## src/rtl/riscv_core_dpath_load_queue_pkg.sv

```systemverilog
// Shared definitions for the data-memory load response queue.
// Holds the load function encodings used by the queue and the subword adjuster.
package riscv_core_dpath_load_queue_pkg;

    localparam int unsigned FN_W   = 3;
    localparam int unsigned DATA_W = 32;

    localparam logic [FN_W-1:0] LD_W  = 3'd0;
    localparam logic [FN_W-1:0] LD_B  = 3'd1;
    localparam logic [FN_W-1:0] LD_BU = 3'd2;
    localparam logic [FN_W-1:0] LD_H  = 3'd3;
    localparam logic [FN_W-1:0] LD_HU = 3'd4;

endpackage

```

## src/rtl/riscv_core_dpath_subword_adj.sv

```systemverilog
// Combinational subword extraction and sign/zero extension of a raw dmem word.
// Reserved fn codes pass the raw word through; halfword offset bit 0 is ignored.
module riscv_core_dpath_subword_adj
    import riscv_core_dpath_load_queue_pkg::*;
(
    input  logic [DATA_W-1:0] data,
    input  logic [FN_W-1:0]   fn,
    input  logic [1:0]        off,
    output logic [DATA_W-1:0] adj_c
);

    logic [DATA_W-1:0] lane;
    logic [15:0]       half;

    assign lane = data >> {off, 3'b000};
    assign half = off[1] ? data[31:16] : data[15:0];

    always_comb begin
        adj_c = data;
        case (fn)
            LD_B:    adj_c = {{24{lane[7]}}, lane[7:0]};
            LD_BU:   adj_c = {24'd0, lane[7:0]};
            LD_H:    adj_c = {{16{half[15]}}, half};
            LD_HU:   adj_c = {16'd0, half};
            default: adj_c = data;
        endcase
    end

endmodule

```

## src/rtl/riscv_core_dpath_load_queue.sv

```systemverilog
// N-entry dmem response queue with subword adjustment on enqueue and squash flush.
// Define RISCV_LDQ_BYPASS_EN for combinational flow-through when the queue is empty.
module riscv_core_dpath_load_queue
    import riscv_core_dpath_load_queue_pkg::*;
#(
    parameter int unsigned DEPTH = 2,
    parameter int unsigned TAG_W = 5
) (
    input  logic                       clk,
    input  logic                       reset,
    input  logic                       enq_val,
    output logic                       enq_rdy,
    input  logic [31:0]                enq_data,
    input  logic [2:0]                 enq_fn,
    input  logic [1:0]                 enq_off,
    input  logic [TAG_W-1:0]           enq_tag,
    output logic                       deq_val,
    input  logic                       deq_rdy,
    output logic [31:0]                deq_data,
    output logic [TAG_W-1:0]           deq_tag,
    input  logic                       flush,
    output logic [$clog2(DEPTH+1)-1:0] count
);

    localparam int unsigned CNT_W = $clog2(DEPTH + 1);
    localparam int unsigned PTR_W = (DEPTH > 1) ? $clog2(DEPTH) : 1;

    logic [DATA_W-1:0] mem_data [DEPTH];
    logic [TAG_W-1:0]  mem_tag  [DEPTH];
    logic [PTR_W-1:0]  head;
    logic [PTR_W-1:0]  tail;
    logic [DATA_W-1:0] adj_data;
    logic              empty;
    logic              enq_fire;
    logic              wr_en;
    logic              rd_en;

    function automatic logic [PTR_W-1:0] ptr_inc(input logic [PTR_W-1:0] p);
        return (p == PTR_W'(DEPTH - 1)) ? '0 : p + PTR_W'(1);
    endfunction

    riscv_core_dpath_subword_adj u_adj (
        .data  (enq_data),
        .fn    (enq_fn),
        .off   (enq_off),
        .adj_c (adj_data)
    );

    assign empty    = (count == '0);
    assign enq_rdy  = (count != CNT_W'(DEPTH)) && !flush;
    assign enq_fire = enq_val && enq_rdy;

`ifdef RISCV_LDQ_BYPASS_EN
    // Empty queue forwards the adjusted input; a same-cycle accept skips storage.
    assign deq_val  = !flush && (!empty || enq_val);
    assign deq_data = empty ? adj_data : mem_data[head];
    assign deq_tag  = empty ? enq_tag  : mem_tag[head];
    assign rd_en    = deq_val && deq_rdy && !empty;
    assign wr_en    = enq_fire && !(empty && deq_rdy);
`else
    assign deq_val  = !flush && !empty;
    assign deq_data = mem_data[head];
    assign deq_tag  = mem_tag[head];
    assign rd_en    = deq_val && deq_rdy;
    assign wr_en    = enq_fire;
`endif

    // Entry storage carries no reset; contents are qualified by count.
    always_ff @(posedge clk) begin
        if (wr_en) begin
            mem_data[tail] <= adj_data;
            mem_tag[tail]  <= enq_tag;
        end
    end

    always_ff @(posedge clk or negedge reset) begin
        if (!reset) begin
            head  <= '0;
            tail  <= '0;
            count <= '0;
        end else if (flush) begin
            head  <= '0;
            tail  <= '0;
            count <= '0;
        end else begin
            if (wr_en) tail <= ptr_inc(tail);
            if (rd_en) head <= ptr_inc(head);
            case ({wr_en, rd_en})
                2'b10:   count <= count + CNT_W'(1);
                2'b01:   count <= count - CNT_W'(1);
                default: count <= count;
            endcase
        end
    end

endmodule
```

## config.mk

```make
export PLATFORM = sky130hd
export DESIGN_NAME = riscv_core_dpath_load_queue
export DESIGN_NICKNAME = d
export VERILOG_FILES = /design/src/rtl/riscv_core_dpath_load_queue_pkg.sv /design/src/rtl/riscv_core_dpath_subword_adj.sv /design/src/rtl/riscv_core_dpath_load_queue.sv
export SDC_FILE = /design/constraint.sdc
export NUM_CORES = 1
export LEC_CHECK = 0
export BUFFER_PORTS_ARGS = -buffer_cell sky130_fd_sc_hd__buf_2
export CAP_MARGIN = 10
export CORE_UTILIZATION = 49
export DETAILED_ROUTE_END_ITERATION = 16
export PLACE_DENSITY = 0.76
export REMOVE_ABC_BUFFERS = 1
export SLEW_MARGIN = 20
export SYNTH_ARGS = -nofsm -noshare
export SYNTH_HDL_FRONTEND = slang
export SYNTH_SLANG_ARGS = --single-unit
```

## constraint.sdc

```tcl
create_clock -name clk -period 2.7 [get_ports clk]
set_input_delay 0.54 -clock clk [delete_from_list [all_inputs] [get_ports clk]]
set_output_delay 0.54 -clock clk [all_outputs]
set_load 0.05 [all_outputs]
```

==> impl_metrics.tcl, run 1 <==
set metrics [dict create \
    outcome "finished, final reports clean" \
    synthDistinctLibCells 34 \
    synth_flop_cell "edfxtp_1" \
    die_area_mm2 0.00830 \
    cp-start-kind "input port" \
    p_int_w 0.00206 \
    min_period_over_period_pct 81.9 \
    power_switching_w 0.000863 \
    design_area_mm2 0.00464 \
    crit_path_max_incr_delay_ns 0.72 \
    grt_max_degree 38 \
    syn2layout_area_growth_pct 19.2 \
    finish.utilization_pct 60.4 \
    ir_worst_vdd_uv 480 \
    finalHoldViolCount 0 \
    postRouteAntennaNets 0 \
    setup_violations 0 \
    p_per_area_mw_per_mm2 631 \
    yosys.area.top_type "edfxtp_1" \
    wl_mm 8.52 \
    cts_made_buffers 9 \
    wl_per_cell_um 17.2 \
    cp_slowest_cell "nor2_1" \
    fin_nets 435 \
    dr.pass1.iters 5 \
    clk_pin_slew_worst_paths_ns 0.08 \
    worst_slack_ns 0.489 \
    rsz0062_at_grt "no" \
    syn_inst 301 \
    root_buffer "clkbuf_8" \
    synth.avg_cell_area_um2 12.9 \
    maxCapViolations 0 \
    reg2reg_to "mem_data[0][4]$_DFFE_PP_" \
    p_comb_share_pct 21.9 \
    synth_area_mm2 0.00389 \
    cp-end-kind "register" \
    clk_latency_ns 0.34 \
    die_x_um 91.1 \
    die_h_um 91.1 \
    final_max_slew_viol_count 0 \
    cts-resized-gates 0 \
    boundaryPins 88 \
    drc 0 \
    holdPathEnd "mem_tag[0][4]$_DFFE_PP_" \
    start_util_pct 50.6 \
    worstHoldStart "enq_tag[4]" \
    grt_pass1_wl_mm 13.5 \
    grt_pass1_vias 2716 \
    yosys-top-cells-area "edfxtp_1, mux2_2, nand3b_1" \
    cts_sinks 78 \
    synth.most_common_cell "edfxtp_1" \
    fp-row-count 32 \
    coreArea_mm2 0.00769 \
    dp_cells 478 \
    ys_seq_area_share_pct 59.7 \
    cp_cell_sequence "buf_2 > nor2_1 > xor2_1 > a22oi_1 > o21ai_0" \
    hpwl_mm 5.75 \
    async_flop_share_pct 5.13 \
    required_ns 2.75 \
    synthTopCellsByCount "edfxtp_1, mux2_2, o21ai_0" \
    place.gp.congestion 0.859 \
    critPathMaxFanout 13 \
    critical_path_buf_inv_count 1 \
    clockBufferDepth 2 \
    rr_worst_depth 5 \
    drive_above_1_share_pct 39.2 \
    tritoncts "done" \
    synth_seq_cells 78 \
    vias 2788 \
    preCtsSetupSlack_ns 0.221 \
    critPathKind "input port to register" \
    max_freq_mhz 452 \
    dpl_cell_area_mm2 0.00444 \
    hold_path_class "input port to register" \
    p_leak_nw 1.81 \
    worst_clock_skew_ns 0.00704 \
    min_path_cells 1 \
    fin_crit_ns 2.21 \
    drt_iter0_drc 224 \
    p_seq_share_pct 48.7 \
    synth_edf_count 74 \
    swShare_pct 29.5 \
    diodes 0 \
    cts-htree-levels 3 \
    grt.total_usage_pct 21.3 \
    crit_arrival_ns 2.27 \
    regToRegSetupSlack_ns 0.88 \
    crit_family "simple AND/OR/NAND/NOR gates" \
    worst_pin_slew_ns 0.931 \
    yosysTopAreaCellShare_pct 57.1 \
    grt_overflow 0 \
    port_buffers 87 \
    worstReg2RegStart "count[1]$_DFFE_PN0P_" \
    fillers 631 \
    via_per_inst 5.63 \
    antenna_found_initial 0 \
    ys.warnings.count 0 \
    relSlewSlack_pct 37.7 \
    final_cells 495 \
    clkPwrFrac_pct 29.4 \
]
metrics by stage:
| step | hold slack [ns] | power, W | TNS [ns] |
|---|---|---|---|
| after floorplan | 0.244 | 0.00189 | -47.66 |
| after global placement | 0.350 | 0.00208 | 0 |
| after detailed placement | 0.354 | 0.00209 | 0 |
| after CTS | 0.370 | 0.00294 | 0 |
| after global routing | 0.367 | 0.00304 | 0 |
| final | 0.384 | 0.00293 | 0 |
power by group through the flow:
stage	clock [W]	combinational, W	sequential (W)
after detailed placement	0	0.000638	0.00145
final	0.000861	0.000640	0.00143
after global routing	0.000932	0.000682	0.00143
after global placement	0	0.000626	0.00145
after floorplan	0	0.000423	0.00147
after CTS	0.000876	0.000642	0.00143
routing by layer:
| metal | routed length (um) | GRT usage [%] |
|---|---|---|
| met3 | 510 | 4.10 |
| met2 | 4070 | 33.9 |
| met4 | 149 | 8.20 |
| met5 | 0 | 0 |
| met1 | 3790 | 29.0 |
kinds of logic after synthesis:
family	after synthesis	share of synthesized area, %
AOI/OAI and AO/OA	74	12.4
DFF	78	59.7
adders and majority gates	1	0.257
xor gates and xnor gates	4	0.900
and+or+nand+nor	66	9.29
buffers and inverters	31	3.86
muxes	47	13.6
cells in the final DEF, fill, tap and decap left out, types with 2 or more instances in the layout:
master and n:
xor2_1 3, buf_2 87, mux2i_1 9, clkinv_2 2
nand2_1 13, a21oi_1 18, clkbuf_1 2, nand3b_1 16
edfxtp_1 74, inv_1 9, nor2b_1 3, a22oi_1 8
clkbuf_8 10, buf_4 9, a32oi_1 9, dfrtp_1 4
nor2_1 10, nand3_1 17, o21ai_0 19, o22ai_1 9
a211o_1 8, mux2_2 37
registers in the layout (all words and copies together) (netlist names):
| name | cells |
|---|---|
| count | 2 |
| head | 1 |
| mem_data | 64 |
| mem_tag | 10 |
| tail | 1 |
worst max-delay path by stage:
stage / from / endpoint / slack [ns] / cells past startpoint
global placement: enq_fn[1] / mem_data[0][2]$_DFFE_PP_ / 0.36 / 5
detailed placement: enq_fn[1] / mem_data[0][3]$_DFFE_PP_ / 0.22 / 5
floorplan: count[1]$_DFFE_PN0P_ / mem_data[0][0]$_DFFE_PP_ / -0.97 / 4
finish: enq_fn[1] / mem_data[0][4]$_DFFE_PP_ / 0.49 / 5
global route: enq_fn[1] / mem_data[0][5]$_DFFE_PP_ / 0.33 / 5
CTS: head$_DFFE_PN0P_ / deq_data[4] / 0.52 / 3
repair_timing:
action	CTS	global route
buffers inserted	0	0
hold buffers	1	0
endpoints found under the hold margin	4	0
cell type report:
cell class,instances,area (um^2),share of cell area (%)
Clock buffer,12,145,3.13
Inverter,9,33.8,0.728
Clock inverter,4,48.8,1.05
Multi-Input combinational cell,192,1430,30.8
Sequential cell,78,2320,50.1
Tap cell,102,128,2.75
Timing Repair Buffer,98,533,11.5
No activity file was read; power rests on OpenSTA's default activity.
==> inputs of run 2 (changes only) <==
--- a/config.mk
+++ b/config.mk
@@ -7,9 +7,9 @@
 export LEC_CHECK = 0
 export BUFFER_PORTS_ARGS = -buffer_cell sky130_fd_sc_hd__buf_2
 export CAP_MARGIN = 10
-export CORE_UTILIZATION = 49
+export CORE_UTILIZATION = 54
 export DETAILED_ROUTE_END_ITERATION = 16
-export PLACE_DENSITY = 0.76
+export PLACE_DENSITY = 0.8
 export REMOVE_ABC_BUFFERS = 1
 export SLEW_MARGIN = 20
 export SYNTH_ARGS = -nofsm -noshare
==> constraint.sdc (replaced) <==
create_clock -name clk -period 2.1 [get_ports clk]
set_input_delay 0.42 -clock clk [delete_from_list [all_inputs] [get_ports clk]]
set_output_delay 0.42 -clock clk [all_outputs]
set_load 0.05 [all_outputs]
==> run 2 against run 1 <==
Clock skew shrank 0.0022 ns; worst hold slack lost 0.13 ns; non-clock buffer count up 3; global-route usage rose by 3.4 points; core utilization is 8.0 points higher; critical path type is now register to primary output; highest routed layer unchanged.
==> impl_metrics.tcl, run 2 (same netlist as run 1, synthesis figures left out) <==
set metrics [dict create \
    ir_worst_vdd_uv 332 \
    power_switching_w 0.00112 \
    reg.largest.list "mem_data: 64 flops, mem_tag: 10 flops, count: 2 flops" \
    layout_common_cells "buf_2, edfxtp_1, mux2_2, o21ai_0, a21oi_1" \
    p_leak_nw 1.84 \
    drt_iter0_drc 132 \
    start_util_pct 56.7 \
    p_per_area_mw_per_mm2 820 \
    critPathMaxFanout 17 \
    hold_path_class "input port to register" \
    vias 2893 \
    rr_worst_depth 4 \
    worst_slack_ns 0.0645 \
    preCtsSetupSlack_ns -0.0687 \
    drc 0 \
    fp-row-count 30 \
    finalHoldViolCount 0 \
    p_int_w 0.00272 \
    maxCapViolations 0 \
    fin_nets 438 \
    clockBufferDepth 2 \
    design_area_mm2 0.00469 \
    wl_mm 8.88 \
    root_buffer "clkbuf_8" \
    grt.total_usage_pct 24.7 \
    cts-htree-levels 3 \
    regToRegSetupSlack_ns 0.52 \
    boundaryPins 88 \
    wl_per_cell_um 18.0 \
    cts_made_buffers 9 \
    drive_above_1_share_pct 39.9 \
    largest-register "mem_data" \
    fin_crit_ns 2.04 \
    final_max_slew_viol_count 0 \
    endpoint "deq_data[7]" \
    dp_cells 475 \
    outcome "finished, final reports clean" \
    critPathKind "register to primary output" \
    grt_overflow 0 \
    hpwl_mm 6.04 \
    grt_pass1_wl_mm 13.8 \
    min_period_over_period_pct 96.9 \
    dr.pass1.iters 5 \
    postRouteAntennaNets 0 \
    via_per_inst 5.88 \
    relSlewSlack_pct 45.5 \
    tns_ns 0 \
    dpl_cell_area_mm2 0.00446 \
    grt_pass1_vias 2749 \
    port_buffers 87 \
    clk_latency_ns 0.35 \
    worstHoldStart "enq_tag[2]" \
    layout_commonest_cell "buf_2" \
    coreArea_mm2 0.00687 \
    cp-end-kind "primary output" \
    rsz0062_at_grt "no" \
    swShare_pct 29.2 \
    cp-start-kind "register" \
    diodes 0 \
    worst_clock_skew_ns 0.00480 \
    grt_max_degree 38 \
    p_seq_share_pct 47.6 \
    place.gp.congestion 0.847 \
    startpoint "head$_DFFE_PN0P_" \
    die_h_um 86.9 \
    setup_violations 0 \
    required_ns 1.68 \
    final_cells 492 \
    antenna_found_initial 0 \
    worstReg2RegStart "count[1]$_DFFE_PN0P_" \
    tritoncts "done" \
    syn2layout_area_growth_pct 20.5 \
    clk_pin_slew_worst_paths_ns 0.08 \
    reg2reg_to "mem_data[1][10]$_DFFE_PP_" \
    clkPwrFrac_pct 30.7 \
    largest_reg_flops 64 \
    p_comb_share_pct 21.7 \
    cts_sinks 78 \
    postCtsSetupBuffers 0 \
    die_x_um 86.9 \
    die_area_mm2 0.00755 \
    max_freq_mhz 491 \
    p_total_w 0.00385 \
    crit_arrival_ns 1.62 \
    worst_pin_slew_ns 0.816 \
]
run 2: through the flow:
stage	util, %	hold slack (ns)
4_1_cts	68.2	0.243
3_3_place_gp	65.0	0.229
5_1_grt	68.3	0.245
2_1_floorplan	-	0.124
3_5_place_dp	65.0	0.232
6_report	68.3	0.253
run 2: how the worst min path moves through the flow:
stage | slack [ns] | to | depth (start not counted)
floorplan | 0.12 | count[0]$_DFFE_PN0P_ | 0
global placement | 0.23 | tail$_DFFE_PN0P_ | 1
detailed placement | 0.23 | count[0]$_DFFE_PN0P_ | 1
CTS | 0.24 | mem_tag[1][2]$_DFFE_PP_ | 1
global route | 0.25 | mem_tag[1][1]$_DFFE_PP_ | 1
finish | 0.25 | mem_tag[1][2]$_DFFE_PP_ | 1
run 2: metal layers:
layer | up-vias | routed length (um) | GRT usage, %
li1 | 1347 | - | -
met1 | 1400 | 3810 | 32.7
met2 | 138 | 4190 | 39.9
met3 | 8 | 794 | 6.92
met4 | 0 | 82 | 7.12
met5 | - | 0 | 0
run 2: final cells by class:
class | count | area [um^2]
clock buffer | 13 | 169
clock inverter | 3 | 42.5
fill | 559 | 2180
inverter | 9 | 33.8
multi-input combinational | 192 | 1440
sequential | 78 | 2320
tap | 96 | 120
timing repair buffer | 101 | 568
run 2: timing repair:
item	in CTS	in global routing
gates resized for setup	0	0
endpoints found under the setup margin	0	0
hold buffers	1	0
hold endpoints to repair	4	0
run 2: critical path, cell delays in order, from the launching register on:
cell     delay, ns
dfrtp_1       0.36
buf_4         0.27
mux2_2        0.40
buf_2         0.22
run 2: power groups by stage:
stage                     Sequential [W]  Combinational, W  Clock [W]
after floorplan                  0.00189          0.000544          0
after global placement           0.00186          0.000817          0
after detailed placement         0.00187          0.000832          0
after CTS                        0.00183          0.000836    0.00120
after global routing             0.00184          0.000891    0.00125
final                            0.00183          0.000836    0.00118
==> inputs of run 3 (changes only) <==
--- a/config.mk
+++ b/config.mk
@@ -7,6 +7,7 @@
 export LEC_CHECK = 0
 export BUFFER_PORTS_ARGS = -buffer_cell sky130_fd_sc_hd__buf_2
 export CAP_MARGIN = 10
+export CORE_ASPECT_RATIO = 0.9
 export CORE_UTILIZATION = 54
 export DETAILED_ROUTE_END_ITERATION = 16
 export PLACE_DENSITY = 0.8
==> run 3 against run 2 <==
Critical path depth unchanged; sequential power about the same; worst setup slack better by 0.025 ns; die area about the same; critical endpoint is now deq_data[21].
==> impl_metrics.tcl, run 3 (same netlist as run 1, synthesis figures left out) <==
set metrics [dict create \
    outcome "finished, final reports clean" \
    hold_path_class "input port to register" \
    via_per_inst 5.97 \
    layout_commonest_cell "buf_2" \
    maxCapViolations 0 \
    critPathMaxFanout 23 \
    relSlewSlack_pct 29.7 \
    grt.total_usage_pct 25.1 \
    worst_clock_skew_ns 0.00513 \
    max_freq_mhz 497 \
    cts-htree-levels 3 \
    finalHoldViolCount 0 \
    syn2layout_area_growth_pct 19.3 \
    fp-row-count 28 \
    place.gp.congestion 0.864 \
    dp_cells 469 \
    rsz0062_at_grt "no" \
    seqCellArea_mm2 0.00232 \
    grt_overflow 0 \
    p_total_w 0.00369 \
    reg.largest.list "mem_data: 64 flops, mem_tag: 10 flops, count: 2 flops" \
    antenna_found_initial 0 \
    port_buffers 87 \
    diodes 0 \
    coreArea_mm2 0.00676 \
    die_x_um 91.5 \
    drt_iter0_drc 222 \
    tns_ns 0 \
    crit_arrival_ns 1.59 \
    vias 2900 \
    fin_nets 438 \
    dr.pass1.iters 5 \
    fin_crit_ns 2.01 \
    hpwl_mm 6.23 \
    final_max_slew_viol_count 0 \
    min_period_over_period_pct 95.7 \
    cts_made_buffers 9 \
    final_cells 486 \
    grt_pass1_wl_mm 14.0 \
    cp-start-kind "register" \
    required_ns 1.68 \
    root_buffer "clkbuf_8" \
    p_leak_nw 1.82 \
    wl_per_cell_um 18.5 \
    drc 0 \
    boundaryPins 88 \
    wl_mm 8.99 \
    setup_violations 0 \
    clk_pin_slew_worst_paths_ns 0.08 \
    cts_sinks 78 \
    tritoncts "done" \
    fillers 517 \
    ir_worst_vdd_uv 537 \
    clk_latency_ns 0.36 \
    critPathKind "register to primary output" \
    p_per_area_mw_per_mm2 794 \
    finish.utilization_pct 68.7 \
    grt_pass1_vias 2876 \
    die_area_mm2 0.00755 \
    layout_common_cells "buf_2, edfxtp_1, mux2_2, o21ai_0, a21oi_1" \
    cp-end-kind "primary output" \
    largest_reg_flops 64 \
    multi_input_area_mm2 0.00143 \
    grt_max_degree 38 \
    die_h_um 82.5 \
    postRouteAntennaNets 0 \
    worst_pin_slew_ns 1.05 \
    largest-register "mem_data" \
    start_util_pct 57.6 \
    design_area_mm2 0.00464 \
    dpl_cell_area_mm2 0.00445 \
    clockBufferDepth 2 \
    drive_above_1_share_pct 39.6 \
]
run 3: changes by cell type in the layout (fill, tap and decap cells not counted), sizes merged:
cell,delta
bufinv,-1
clkinv,+2
clkbuf,-2
inv,+1
run 3: per-layer routing:
| layer | wire, um | track usage (%) | share of wire (%) | vias to the layer above |
|---|---|---|---|---|
| met5 | 0 | 0 | 0 | - |
| met4 | 184 | 10.0 | 2.0 | 0 |
| met3 | 817 | 8.24 | 9.1 | 18 |
| met2 | 4290 | 41.1 | 48 | 153 |
| met1 | 3700 | 31.2 | 41 | 1381 |
| li1 | - | - | - | 1348 |
run 3: path summary, 6_finish.rpt:
check,slack [ns],cells after the start,from,end
setup / recovery,0.09,3,head$_DFFE_PN0P_,deq_data[21]
hold / removal,0.25,1,enq_tag[1],mem_tag[1][1]$_DFFE_PP_
setup reg to reg,0.55,4,count[1]$_DFFE_PN0P_,mem_data[1][12]$_DFFE_PP_
hold reg to reg,0.63,2,tail$_DFFE_PN0P_,tail$_DFFE_PN0P_
max in group asynchronous,1.58,2,reset,head$_DFFE_PN0P_
min in group asynchronous,0.40,2,reset,tail$_DFFE_PN0P_
run 3: through the flow:
step	worst slack, ns	hold WS, ns
finish	0.0898	0.251
global route	0.0382	0.232
CTS	0.00886	0.235
detailed placement	0.0443	0.238
global placement	0.154	0.235
floorplan	-1.57	0.124
run 3: area by class of cell:
cell class	instances	share of cell area [%]
Clock buffer	11	3.04
Clock inverter	5	0.754
Inverter	9	0.727
Multi-Input combinational cell	192	30.7
Sequential cell	78	50.0
Tap cell	90	2.42
Timing Repair Buffer	101	12.3
run 3: power breakdown:
group / internal (W) / total, W / switching (W)
clock network: 0.000464 / 0.00102 / 0.000555
logic: 0.000267 / 0.000838 / 0.000571
registers: 0.00181 / 0.00183 / 0.0000222
total: 0.00254 / 0.00369 / 0.00115
run 3: critical path: stages, from the launching register on:
cell     delay (ns)
dfrtp_1        0.37
buf_6          0.25
mux2_2         0.39
buf_2          0.22
run 3: timing repair:
action | 4_1_cts | 5_1_grt
hold endpoints to repair | 4 | 0
endpoints found under the setup margin | 0 | 21
buffers inserted | 0 | 0
hold buffers | 1 | 0
resized for setup | 0 | 1
